[config.mk]
export PLATFORM = sky130hd
export DESIGN_NAME = layer2_seq_ctrl
export DESIGN_NICKNAME = d
export VERILOG_FILES = /design/src/rtl/layer2_seq_ctrl.sv
export SDC_FILE = /design/constraint.sdc
export NUM_CORES = 1
export LEC_CHECK = 0
export ABC_AREA = 1
export CAP_MARGIN = 20
export CORE_MARGIN = 5
export CORE_UTILIZATION = 28
export DETAILED_ROUTE_END_ITERATION = 8
export GPL_TIMING_DRIVEN = 0
export HOLD_SLACK_MARGIN = 0.05
export MAX_ROUTING_LAYER = met4
export PLACE_DENSITY = 0.6
export SYNTH_ARGS = -nofsm -noshare
export SYNTH_HDL_FRONTEND = slang
export SYNTH_SLANG_ARGS = --single-unit
[constraint.sdc]
create_clock -name clk -period 4 [get_ports clk]
set_input_delay 0.4 -clock clk [delete_from_list [all_inputs] [get_ports clk]]
set_output_delay 0.4 -clock clk [all_outputs]
set_load 0.005 [all_outputs]
[src/rtl/layer2_seq_ctrl.sv]
// Layer-2 sequencer: walks hidden index 1..N_HID, drives weight
// SRAM / activation reads and read-latency-aligned MAC strobes.
module layer2_seq_ctrl #(
    parameter int N_HID  = 200,
    parameter int RD_LAT = 2,
    parameter int ADDR_W = 8,
    parameter int CNT_W  = 16
) (
    input  logic              clk,
    input  logic              rst_n,
    input  logic              start,
    input  logic              abort,
    output logic              sram_re_en,
    output logic [ADDR_W-1:0] sram_addr,
    output logic [ADDR_W-1:0] act_addr,
    output logic              mac_clr,
    output logic              mac_en,
    output logic              mac_last,
    output logic              busy,
    output logic              done,
    output logic [CNT_W-1:0]  img_cnt
);

    typedef enum logic [2:0] {
        IDLE,
        CLEAR,
        ISSUE,
        DRAIN,
        DONE
    } state_t;

    localparam int DW = $clog2(RD_LAT + 1);
    localparam logic [ADDR_W-1:0] K_LAST = ADDR_W'(N_HID);
    localparam logic [DW-1:0]     D_LAST = DW'(RD_LAT - 1);

    state_t              state;
    state_t              state_nx;
    logic [ADDR_W-1:0]   k;
    logic [DW-1:0]       dcnt;
    logic [RD_LAT-1:0]   pipe_en;
    logic [RD_LAT-1:0]   pipe_last;
    logic                in_pass;
    logic                kill;

    assign in_pass = (state == CLEAR) || (state == ISSUE) ||
                     (state == DRAIN);
    assign kill    = abort && in_pass;

    // Next-state decode; abort during a pass overrides everything.
    always_comb begin
        state_nx = state;
        unique case (state)
            IDLE:    if (start) state_nx = CLEAR;
            CLEAR:   state_nx = ISSUE;
            ISSUE:   if (k == K_LAST) state_nx = DRAIN;
            DRAIN:   if (dcnt == D_LAST) state_nx = DONE;
            DONE:    state_nx = start ? CLEAR : IDLE;
            default: state_nx = IDLE;
        endcase
        if (kill) state_nx = IDLE;
    end

    // State register.
    always_ff @(posedge clk or negedge rst_n) begin
        if (!rst_n) state <= IDLE;
        else        state <= state_nx;
    end

    // Address counter: 1..N_HID during ISSUE, held through DRAIN.
    always_ff @(posedge clk or negedge rst_n) begin
        if (!rst_n) begin
            k <= '0;
        end else if (kill) begin
            k <= '0;
        end else if (state == CLEAR) begin
            k <= ADDR_W'(1);
        end else if (state == ISSUE && k != K_LAST) begin
            k <= k + ADDR_W'(1);
        end else if (state == DRAIN && state_nx == DONE) begin
            k <= '0;
        end
    end

    // Drain cycle counter, cleared outside DRAIN.
    always_ff @(posedge clk or negedge rst_n) begin
        if (!rst_n)              dcnt <= '0;
        else if (state == DRAIN) dcnt <= dcnt + DW'(1);
        else                     dcnt <= '0;
    end

    // Read-latency pipes carrying MAC enable and last-element tag.
    always_ff @(posedge clk or negedge rst_n) begin
        if (!rst_n) begin
            pipe_en   <= '0;
            pipe_last <= '0;
        end else if (kill) begin
            pipe_en   <= '0;
            pipe_last <= '0;
        end else begin
            pipe_en[0]   <= (state == ISSUE);
            pipe_last[0] <= (state == ISSUE) && (k == K_LAST);
            for (int i = 1; i < RD_LAT; i++) begin
                pipe_en[i]   <= pipe_en[i-1];
                pipe_last[i] <= pipe_last[i-1];
            end
        end
    end

    // Completed-image counter, bumped as the pass enters DONE.
    always_ff @(posedge clk or negedge rst_n) begin
        if (!rst_n)
            img_cnt <= '0;
        else if (state == DRAIN && state_nx == DONE)
            img_cnt <= img_cnt + CNT_W'(1);
    end

    assign busy       = (state != IDLE);
    assign done       = (state == DONE);
    assign mac_clr    = (state == CLEAR);
    assign sram_re_en = (state == ISSUE) || (state == DRAIN);
    assign sram_addr  = k;
    assign act_addr   = k;
    assign mac_en     = pipe_en[RD_LAT-1];
    assign mac_last   = pipe_last[RD_LAT-1];

endmodule

==> Word level (Yosys, flattened, before mapping) <==
Index checks and enable logic that the tools add are counted.
W data, S select, Z words.
{ "totals": {"in_bits": 4, "reg_bits": 33, "output_inout_bits": 38, "word_cells": 40} }
{ "classes": {"n_eq_ne": 8, "n_addsub": 3, "mux": 13, "n_reduce_logical": 10} }
{ "op_table": {"columns": ["op", "n"], "rows": [
  ["$mux W8", 4],
  ["$add A16 B1 Y16 const B", 1],
  ["$pmux W3 S5", 1],
  ["$mux W3", 4],
  ["$add A8 B1 Y8 const B", 1],
  ["$eq A8 B8 Y1 const B", 1],
  ["$ne A8 B8 Y1 const B", 1],
  ["$eq A3 B2 Y1 const B", 2],
  ["$eq A3 B3 Y1 const B", 2],
  ["$mux W2", 3],
  ["$logic_and A1 B1 Y1", 4],
  ["$reduce_bool A4 Y1", 1],
  ["$eq A3 B1 Y1 const B", 1],
  ["$logic_not A3 Y1", 1],
  ["$logic_or A1 B1 Y1", 3],
  ["$reduce_bool A3 Y1", 1],
  ["$add A2 B1 Y2 const B", 1],
  ["$eq A2 B1 Y1 const B", 1],
  ["$mux W1", 1]
]} }

==> Longest topological paths before layout <==
Gate-level depths: netlist of run 1.
{ "depth": {"word_depth": 11, "mapped_depth": 9} }

==> Least setup slack after synthesis of run 1 <==
OpenSTA, ideal clock, no wires.
{ "synth_timing": {"path_type": "flip-flop to flip-flop", "start": "register state[1]", "end": "register img_cnt[11]", "synth_period_minus_slack_ns": 1.391, "setup_slack_ns": 2.609, "n_path_buf": 1, "setup_time_ns": 0.117, "arrival_time_ns": 1.274, "stages_incl_launch_ff": 8, "cell_sequence": "dfrtp_1 -> nor2_1 -> nor2_4 -> nor2_4 -> buf_6 -> nand3_1 -> nand2_1 -> nand2_1"} }
{ "synth_between": {"elab_chain_cells": 7, "word_cells_on_any_way": 15, "classes_between": "eq/ne (5); mux (5); reduce/logical (5)"} }
{ "synth_rtl": {"columns": ["item", "line", "source"], "rows": [
  ["start: declaration", "36", "state_t state;"],
  ["start signal: assignment", "66", "else state <= state_nx;"],
  ["parallel branches: the longest is 4 deep, another holds $pmux W3 S5", null, null],
  ["$mux W3 (*)", "60", "if (kill) state_nx = IDLE;"],
  ["named net state_nx[2]", "37", "state_t state_nx;"],
  ["$eq A3 B3 Y1 (*)", "113", "else if (state == DRAIN && state_nx == DONE)"],
  ["$logic_and A1 B1 Y1 (*)", "113", null],
  ["end signal: assignment", "114", "img_cnt <= img_cnt + CNT_W'(1);"],
  ["end: declaration", "21", "output logic [CNT_W-1:0] img_cnt"]
]} }
Mark *: on every way through the listed nets, which the timed path passes.
A chain may end at the register's enable or synchronous reset.

==> Final worst setup path of run 1 <==
{ "layout_timing": {"start": "register state[2]", "end": "output mac_clr"} }
{ "layout_between": {"elab_chain_cells": 1} }
{ "layout_rtl": {"columns": ["item", "line", "source"], "rows": [
  ["$eq A3 B1 Y1", "119", "assign mac_clr = (state == CLEAR);"],
  ["end: declaration", "16", "output logic mac_clr,"]
]} }
No other way between the ends.

==> impl_metrics.py, run 1 <==
metrics = {
    "clock_tree": {
        "clk_pin_slew_ns": 0.07,
        "cts_buffers": 5,
        "cts_resized": 0,
        "h-tree-depth": 2,
        "ctsHoldBuffers": 0,
        "tritoncts": "built",
        "cts_buffer_depth": 2,
        "worstSkewPairLatency_ns": 0.28,
        "cts_root_buf": "clkbuf_8",
        "cts_sinks": 33,
        "postCtsSetupRepairBufs": 0,
    },
    "worst_setup_path": {
        "regToRegSetupSlack_ns": 2.42,
        "critical_path_class": "register to primary output",
        "cp-start-kind": "register",
        "path_cells": "nor3_1 -> clkdlybuf4s50_1",
        "cpPeakStageDelay_ns": 0.61,
        "cp.arrival_ns": 1.85,
        "cp_top_family": "buffers and inverters",
        "end_kind": "primary output",
        "crit_buf_inv": 1,
        "required_ns": 3.60,
        "cp_slowest_cell": "clkdlybuf4s50_1",
        "cp_max_fo": 7,
    },
    "drt": {
        "vias_per_cell": 4.38,
        "wl_um": 4240,
        "drt-pass1-iter-count": 4,
        "wl_per_cell_um": 11.1,
        "dr_total_vias": 1669,
        "drtAntennaViolNets": 0,
        "drc": 0,
        "drt_iter0_markers": 85,
    },
    "final_layout": {
        "fillCellCount": 699,
        "drive_gt1_share_pct": 9.97,
        "register_area_um2": 826,
        "syn_to_final_growth_pct": 30.9,
        "multi_input_comb_area_um2": 847,
        "finalNetCount": 308,
        "antenna_cells": 0,
    },
    "sta": {
        "finalHoldViolCount": 0,
        "fmax_mhz": 444,
        "relSlewSlack_pct": 51.2,
        "slew_violations": 0,
        "rsz0062_at_grt": "no",
        "min_period_ns": 2.25,
        "tightest_slew_ns": 0.732,
        "finalCritPeriodShare_pct": 56.3,
        "setup_tns_ns": 0,
        "clock_skew_ns": 0.00578,
        "fin_ws_ns": 1.75,
        "setup-violations-final": 0,
    },
    "logic_synthesis": {
        "yosys_register_bits": 33,
        "yosys_warnings": 0,
        "ys_seq_area_share_pct": 43.4,
        "syn_inst": 252,
        "synth_cell_types": 22,
        "syn-cell-area_mm2": 0.00190,
        "synth_nets": 260,
        "syn-mean-instance-area_um2": 7.55,
    },
    "die": {
        "chipWidth_um": 92.4,
        "die-area_mm2": 0.00855,
        "die_height_um": 92.4,
        "start_util_pct": 28.3,
        "core_mm2": 0.00672,
        "num_rows": 30,
        "ios": 42,
    },
    "global_routing": {
        "overflow": 0,
        "grt_start_max_net_pins": 34,
        "grt_pass1_wl_um": 7420,
        "antenna_found_initial": 0,
        "grt_pass1_vias": 1671,
        "grt_use_total_pct": 11.0,
    },
    "place": {
        "hpwlAfterDp_um": 3210,
        "dp_worst_setup_slack_ns": 2.06,
        "numPortBuffers": 41,
        "gp_congestion": 0.770,
    },
    "pwr": {
        "ir_worst_vdd_mv": 0.124,
        "power.density_mw_per_mm2": 405,
        "p_leak_nw": 1.25,
    },
    "run": {
        "max-cap-violations": 0,
    },
    "status": {
        "status": "completed",
    },
    "hold_path": {
        "hold_path_class": "primary input to asynchronous set/reset pin",
    },
}
==> registers in the layout, indices dropped and copies added, names as in the netlist <==
register   cells
state          3
dcnt           2
act_addr       8
pipe_last      2
pipe_en        2
img_cnt       16
==> worst paths after layout <==
path | to | depth (start not counted) | start
worst max-delay path | mac_clr | 2 | state[2]
worst min-delay path | act_addr[1] | 1 | rst_n
worst max register to register | act_addr[6] | 8 | state[2]
worst min register to register | dcnt[0] | 1 | dcnt[0]
max in group asynchronous | dcnt[1] | 1 | rst_n
min in group clk | dcnt[0] | 1 | dcnt[0]
==> worst reg2reg max path: stages (launching register included) <==
cell and delay, ns:
dfrtp_1 0.47, inv_2 0.12, nand2_1 0.09, nor2_4 0.23, inv_2 0.09, nand3_2 0.13, buf_4 0.20, nand4_1 0.09
nand2_1 0.10
==> cells in the mapped netlist <==
cell,count,share of area (%)
nand2_1,76,15
dfrtp_1,33,43
nand3_2,1,0.53
nor2_1,29,5.7
inv_1,36,7.1
nor3_1,3,0.79
xor2_1,10,4.6
nand4_1,17,5.6
nor2_2,1,0.33
nor2_4,4,2.4
nor4_1,1,0.33
inv_2,3,0.59
buf_6,1,0.59
o21ai_0,4,1.1
o21ai_2,1,0.46
ha_1,4,2.6
o21bai_1,2,0.79
a31oi_1,1,0.33
clkbuf_2,1,0.26
or2_2,1,0.33
nand3_1,14,3.7
buf_4,9,3.6
==> power by group <==
| part | switching (W) | internal (W) | total, W |
|---|---|---|---|
| clock | 0.000122 | 0.000121 | 0.000243 |
| combinational | 0.000194 | 0.000162 | 0.000356 |
| sequential | 0.0000421 | 0.000368 | 0.000410 |
| total | 0.000359 | 0.000650 | 0.00101 |
==> cells by family after synthesis <==
family	count (synthesis)	share of synthesized area, %
buffers and inverters	50	12.1
flip-flops	33	43.4
AND/OR/NAND/NOR	147	34.6
XOR/XNOR	10	4.60
AO/OA/AOI/OAI	8	2.63
adder cells (fa/ha/maj)	4	2.63
==> cell usage in the layout, fill, tap and decap left out, types with 2 or more instances in the layout <==
master,synthesis,routed
inv_2,3,3
xor2_1,10,10
o21bai_1,2,2
clkbuf_8,0,5
buf_4,9,9
nand4_1,17,17
nand3_1,14,14
nor2_1,29,29
inv_1,36,36
clkinv_2,0,2
ha_1,4,4
nor2_4,4,4
nor3_1,3,3
dfrtp_1,33,33
nand2_1,76,76
o21ai_0,4,4
clkdlybuf4s50_1,0,40
==> routing by layer <==
layer | global-route usage [%] | share of wire, % | wire length, um
met1 | 12.9 | 48 | 2020
met2 | 18.4 | 48 | 2020
met4 | 4.08 | 1.5 | 65
met3 | 2.27 | 3.2 | 137
met5 | - | 0 | 0
==> stage by stage <==
step / std cells / cell area [um^2] / hold WS [ns] / power (W) / util [%]
after floorplan: 252 / 1900 / 0.104 / 0.000623 / -
after global placement: 373 / 2410 / 0.418 / 0.000774 / 35.9
after detailed placement: 373 / 2410 / 0.431 / 0.000777 / 35.8
after CTS: 381 / 2490 / 0.206 / 0.00103 / 37.1
after global routing: 381 / 2490 / 0.253 / 0.00109 / 37.1
final: 381 / 2490 / 0.160 / 0.00101 / 37.1
==> cell type report <==
type                    count  area share (%)
clock inverters             2           0.402
flip-flops and latches     33            33.1
clock buffers               6            2.91
well taps                  80            4.02
inverters                  39            5.88
repair buffers             41            16.3
plain buffers              11            3.37
multi-input cells         169            34.0
No activity file was read; power rests on OpenSTA's default activity.
==> inputs of run 2 (changes only) <==
--- a/config.mk
+++ b/config.mk
@@ -13,7 +13,7 @@
 export GPL_TIMING_DRIVEN = 0
 export HOLD_SLACK_MARGIN = 0.05
 export MAX_ROUTING_LAYER = met4
-export PLACE_DENSITY = 0.6
+export PLACE_DENSITY = 0.62
 export SYNTH_ARGS = -nofsm -noshare
 export SYNTH_HDL_FRONTEND = slang
 export SYNTH_SLANG_ARGS = --single-unit
==> constraint.sdc (replaced) <==
create_clock -name clk -period 2 [get_ports clk]
set_input_delay 0.2 -clock clk [delete_from_list [all_inputs] [get_ports clk]]
set_output_delay 0.2 -clock clk [all_outputs]
set_load 0.005 [all_outputs]
==> run 2 against run 1 <==
Compared with the run above:
- flip-flop and latch count did not move
- total power rose by 120%
- wire length down 0.40%
- combinational power increased by 100%
- worst hold slack improved by 0.28 ns
- clock skew is 0.00069 ns higher
- non-clock buffer count up 1
- final cell count increased by 0.26%
- design area grew 2.0%
- critical endpoint unchanged
==> impl_metrics.py, run 2 (synthesis gave the netlist of run 1 again) <==
metrics = {
    "status": {
        "status": "completed",
    },
    "drt": {
        "drt-pass1-iter-count": 4,
        "vias_per_cell": 4.48,
        "drtAntennaViolNets": 0,
        "dr_total_vias": 1710,
        "wl_per_cell_um": 11.1,
        "wl_um": 4220,
        "drt_iter0_markers": 124,
        "drc": 0,
    },
    "worst_setup_path": {
        "cpPeakStageDelay_ns": 0.57,
        "required_ns": 1.80,
        "path_cells": "nor3_2 -> clkdlybuf4s50_1",
        "cp.arrival_ns": 1.69,
        "crit_buf_inv": 1,
        "cp_max_fo": 7,
        "critical_path_class": "register to primary output",
        "end_kind": "primary output",
        "cp-start-kind": "register",
        "cp_slowest_cell": "clkdlybuf4s50_1",
        "cp_top_family": "buffers and inverters",
    },
    "global_routing": {
        "grt_start_max_net_pins": 34,
        "grt_pass1_wl_um": 7370,
        "grt_use_total_pct": 10.8,
        "grt_pass1_vias": 1634,
        "antenna_found_initial": 0,
        "overflow": 0,
    },
    "clock_tree": {
        "postCtsSetupRepairBufs": 0,
        "worstSkewPairLatency_ns": 0.28,
        "cts_buffers": 5,
        "h-tree-depth": 2,
        "cts_root_buf": "clkbuf_8",
        "tritoncts": "built",
        "cts_sinks": 33,
        "cts_buffer_depth": 2,
        "clk_pin_slew_ns": 0.07,
    },
    "die": {
        "die_height_um": 92.4,
        "die-area_mm2": 0.00855,
        "ios": 42,
        "chipWidth_um": 92.4,
        "core_mm2": 0.00672,
        "start_util_pct": 28.3,
        "num_rows": 30,
    },
    "final_layout": {
        "drive_gt1_share_pct": 10.3,
        "regMostFlops": "img_cnt",
        "largest_register_ffs": 16,
        "syn_to_final_growth_pct": 33.5,
        "finalNetCount": 309,
        "antenna_cells": 0,
        "postLayoutCoreUtil_pct": 37.8,
        "layout_commonest_cell": "nand2_1",
        "final_cell_mix": "76 x nand2_1, 40 x clkdlybuf4s50_1, 36 x inv_1",
    },
    "sta": {
        "rsz0062_at_grt": "no",
        "tightest_slew_ns": 0.747,
        "relSlewSlack_pct": 50.2,
        "fmax_mhz": 530,
        "hold-worst-slack_ns": 0.440,
        "finalHoldViolCount": 0,
        "setup_tns_ns": 0,
        "setup-violations-final": 0,
        "finalCritPeriodShare_pct": 94.3,
        "min_period_ns": 1.89,
        "clock_skew_ns": 0.00647,
        "slew_violations": 0,
    },
    "run": {
        "max-cap-violations": 0,
    },
    "place": {
        "gp_congestion": 0.766,
        "hpwlAfterDp_um": 3150,
        "numPortBuffers": 41,
    },
    "pwr": {
        "ir_worst_vdd_mv": 0.253,
        "total_power_w": 0.00219,
        "power.density_mw_per_mm2": 862,
        "p_leak_nw": 1.27,
    },
    "hold_path": {
        "hold_path_class": "register to register",
    },
}
-- run 2: cell types whose count changed in the layout (fill, tap and decap cells not counted), sizes merged --
cell         previous run  this run
dlygate4sd3             0         1
clkinv                  2         0
clkbuf                  7         8
bufinv                  0         1
-- run 2: path summary, 6_finish.rpt --
check                               from          end  slack (ns)  depth (start not counted)
worst min-delay path             dcnt[0]      dcnt[0]        0.44                          1
worst min register to register   dcnt[0]      dcnt[0]        0.44                          1
worst max register to register  state[2]  act_addr[6]        0.40                          8
worst max-delay path            state[2]      mac_clr        0.11                          2
min in group asynchronous          rst_n  act_addr[2]        0.51                          2
max in group asynchronous          rst_n   img_cnt[2]        1.01                          2
-- run 2: cell type report --
type | instances | area [um^2]
Sequential cell | 33 | 826
Inverter | 39 | 146
Clock inverter | 1 | 30.0
Tap cell | 80 | 100
Clock buffer | 7 | 86.3
Fill cell | 667 | 4180
Buffer | 11 | 83.8
Timing Repair Buffer | 42 | 415
Multi-Input combinational cell | 169 | 852
-- run 2: stage by stage --
stage | worst slack [ns] | std cells | area, um^2
after floorplan | 0.609 | 252 | 1900
after global placement | 0.0201 | 373 | 2410
after detailed placement | 0.249 | 373 | 2410
after CTS | 0.0961 | 382 | 2540
after global routing | 0.0417 | 382 | 2540
final | 0.114 | 382 | 2540
-- run 2: timing repair --
| action | 4_1_cts | 5_1_grt |
|---|---|---|
| endpoints found under the setup margin | 1 | 0 |
| resized for setup | 1 | 0 |
| hold buffers | 1 | 0 |
| endpoints found under the hold margin | 33 | 0 |
-- run 2: power breakdown --
group          switching [W]  internal, W
clock               0.000243     0.000406
combinational       0.000393     0.000326
sequential         0.0000844     0.000736
total               0.000721      0.00147
-- run 2: layer usage --
layer	GRT usage [%]	routed length (um)
met5	-	0
met4	3.96	65
met3	2.52	208
met2	17.4	2010
met1	13.3	1940
==> inputs of run 3 (changes only) <==
--- a/config.mk
+++ b/config.mk
@@ -7,10 +7,9 @@
 export LEC_CHECK = 0
 export ABC_AREA = 1
 export CAP_MARGIN = 20
-export CORE_MARGIN = 5
+export CORE_MARGIN = 4
 export CORE_UTILIZATION = 28
 export DETAILED_ROUTE_END_ITERATION = 8
-export GPL_TIMING_DRIVEN = 0
 export HOLD_SLACK_MARGIN = 0.05
 export MAX_ROUTING_LAYER = met4
 export PLACE_DENSITY = 0.62
==> run 3 against run 2 <==
Compared with the run above:
- flip-flop and latch count did not move
- critical path type unchanged
- wire length shrank 1.1%
- total power shrank 8.8%
- count of clock-buffer cells in the layout down 2
- largest cell class unchanged
- clock power decreased by 29%
- critical path depth unchanged
- non-clock buffer count shrank 10
- die area is 4.3% lower
==> impl_metrics.py, run 3 (synthesis gave the netlist of run 1 again) <==
metrics = {
    "pwr": {
        "pwr-share-comb_pct": 35.6,
        "p_leak_nw": 1.19,
        "total_power_w": 0.00200,
        "p_seq_share_pct": 41.2,
        "swShare_pct": 36.0,
        "intPower_w": 0.00128,
        "clkPwrFrac_pct": 23.2,
        "ir_worst_vdd_mv": 0.300,
        "power.density_mw_per_mm2": 826,
        "total_switching_power_w": 0.000718,
    },
    "final_layout": {
        "fin_cells": 367,
        "register_area_um2": 826,
        "fillCellCount": 682,
        "layout_commonest_cell": "nand2_1",
        "syn_to_final_growth_pct": 26.9,
        "final_cell_mix": "76 x nand2_1, 41 x clkdlybuf4s50_1, 36 x inv_1",
        "largest_register_ffs": 16,
        "regMostFlops": "img_cnt",
        "finalNetCount": 299,
        "multi_input_comb_area_um2": 847,
        "drive_gt1_share_pct": 6.55,
        "antenna_cells": 0,
    },
    "die": {
        "chipWidth_um": 90.4,
        "die_height_um": 90.4,
        "core_mm2": 0.00646,
        "die-area_mm2": 0.00818,
        "num_rows": 29,
        "start_util_pct": 29.5,
        "ios": 42,
    },
    "drt": {
        "drtAntennaViolNets": 0,
        "drc": 0,
        "vias_per_cell": 4.56,
        "drt-pass1-iter-count": 4,
        "wl_um": 4180,
        "dr_total_vias": 1672,
        "drt_iter0_markers": 93,
        "wl_per_cell_um": 11.4,
    },
    "sta": {
        "hold-worst-slack_ns": 0.316,
        "setup-violations-final": 0,
        "finalCritPeriodShare_pct": 87.5,
        "slew_violations": 0,
        "setup_tns_ns": 0,
        "clock_skew_ns": 0.00615,
        "relSlewSlack_pct": 67.1,
        "min_period_ns": 1.75,
        "fmax_mhz": 571,
        "rsz0062_at_grt": "no",
        "finalHoldViolCount": 0,
        "tightest_slew_ns": 0.493,
    },
    "worst_setup_path": {
        "cpPeakStageDelay_ns": 0.55,
        "cp-start-kind": "register",
        "path_cells": "nor3_1 -> clkdlybuf4s50_1",
        "cp_top_family": "buffers and inverters",
        "crit_buf_inv": 1,
        "regToRegSetupSlack_ns": 0.39,
        "cp_max_fo": 7,
        "critical_path_class": "register to primary output",
        "required_ns": 1.80,
        "end_kind": "primary output",
        "cp_num_cells": 2,
        "cp_slowest_cell": "clkdlybuf4s50_1",
        "r2r_cells": 7,
        "cp.arrival_ns": 1.55,
    },
    "hold_path": {
        "hold_path_class": "primary input to asynchronous set/reset pin",
    },
    "global_routing": {
        "grt_pass1_vias": 1600,
        "overflow": 0,
        "grt_pass1_wl_um": 7430,
        "grt_use_total_pct": 11.3,
        "antenna_found_initial": 0,
        "grt_start_max_net_pins": 34,
    },
    "clock_tree": {
        "cts_resized": 0,
        "ctsHoldBuffers": 0,
        "worstSkewPairLatency_ns": 0.28,
        "cts_buffers": 5,
        "clk_pin_slew_ns": 0.07,
        "cts_sinks": 33,
        "tritoncts": "built",
        "h-tree-depth": 2,
        "postCtsSetupRepairBufs": 0,
        "cts_root_buf": "clkbuf_8",
        "cts_buffer_depth": 2,
    },
    "run": {
        "max-cap-violations": 0,
    },
    "status": {
        "status": "completed",
    },
    "place": {
        "hpwlAfterDp_um": 3050,
        "numPortBuffers": 41,
        "gp_congestion": 0.748,
        "dp_cells": 361,
    },
}
-- run 3: worst paths after layout --
kind / startpoint / to
max reg2reg: act_addr[0] / act_addr[6]
min reg2reg: dcnt[0] / dcnt[0]
max in group asynchronous: rst_n / img_cnt[9]
max: state[2] / mac_clr
min: rst_n / act_addr[2]
min in group clk: dcnt[0] / dcnt[0]
-- run 3: cell type report --
cell class / count / area share, %
well taps: 77 / 3.99
multi-input cells: 169 / 35.1
repair buffers: 43 / 17.6
flip-flops and latches: 33 / 34.2
clock buffers: 5 / 2.85
clock inverters: 1 / 0.207
inverters: 39 / 6.06
-- run 3: worst register-to-register path, stage by stage (launching register included) --
cell	delay, ns
dfrtp_1	0.44
inv_1	0.11
ha_1	0.14
nand3_1	0.11
o21ai_2	0.45
nor2_4	0.10
nand3_1	0.09
nand2_1	0.05
-- run 3: routing by layer --
metal  GRT usage [%]  share of wire, %  vias to the layer above
li1                -                 -                      855
met1            14.5                49                      781
met2            17.7                46                       29
met3            2.50               2.9                        7
met4            3.83               1.6                        0
met5               -                 0                        -
-- run 3: power groups by stage --
| stage | Combinational, W | Clock [W] | Sequential [W] |
|---|---|---|---|
| floorplan | 0.000428 | 0 | 0.000818 |
| global placement | 0.000708 | 0 | 0.000831 |
| detailed placement | 0.000716 | 0 | 0.000833 |
| CTS | 0.000719 | 0.000476 | 0.000821 |
| global route | 0.000815 | 0.000507 | 0.000837 |
| finish | 0.000711 | 0.000463 | 0.000822 |
-- run 3: stage by stage --
stage	instance area, um^2	utilization [%]	setup WS [ns]
3_5_place_dp	2340	36.2	0.341
2_1_floorplan	1900	-	0.609
3_3_place_gp	2340	36.2	0.384
6_report	2410	37.4	0.249
4_1_cts	2410	37.4	0.225
5_1_grt	2410	37.4	0.175
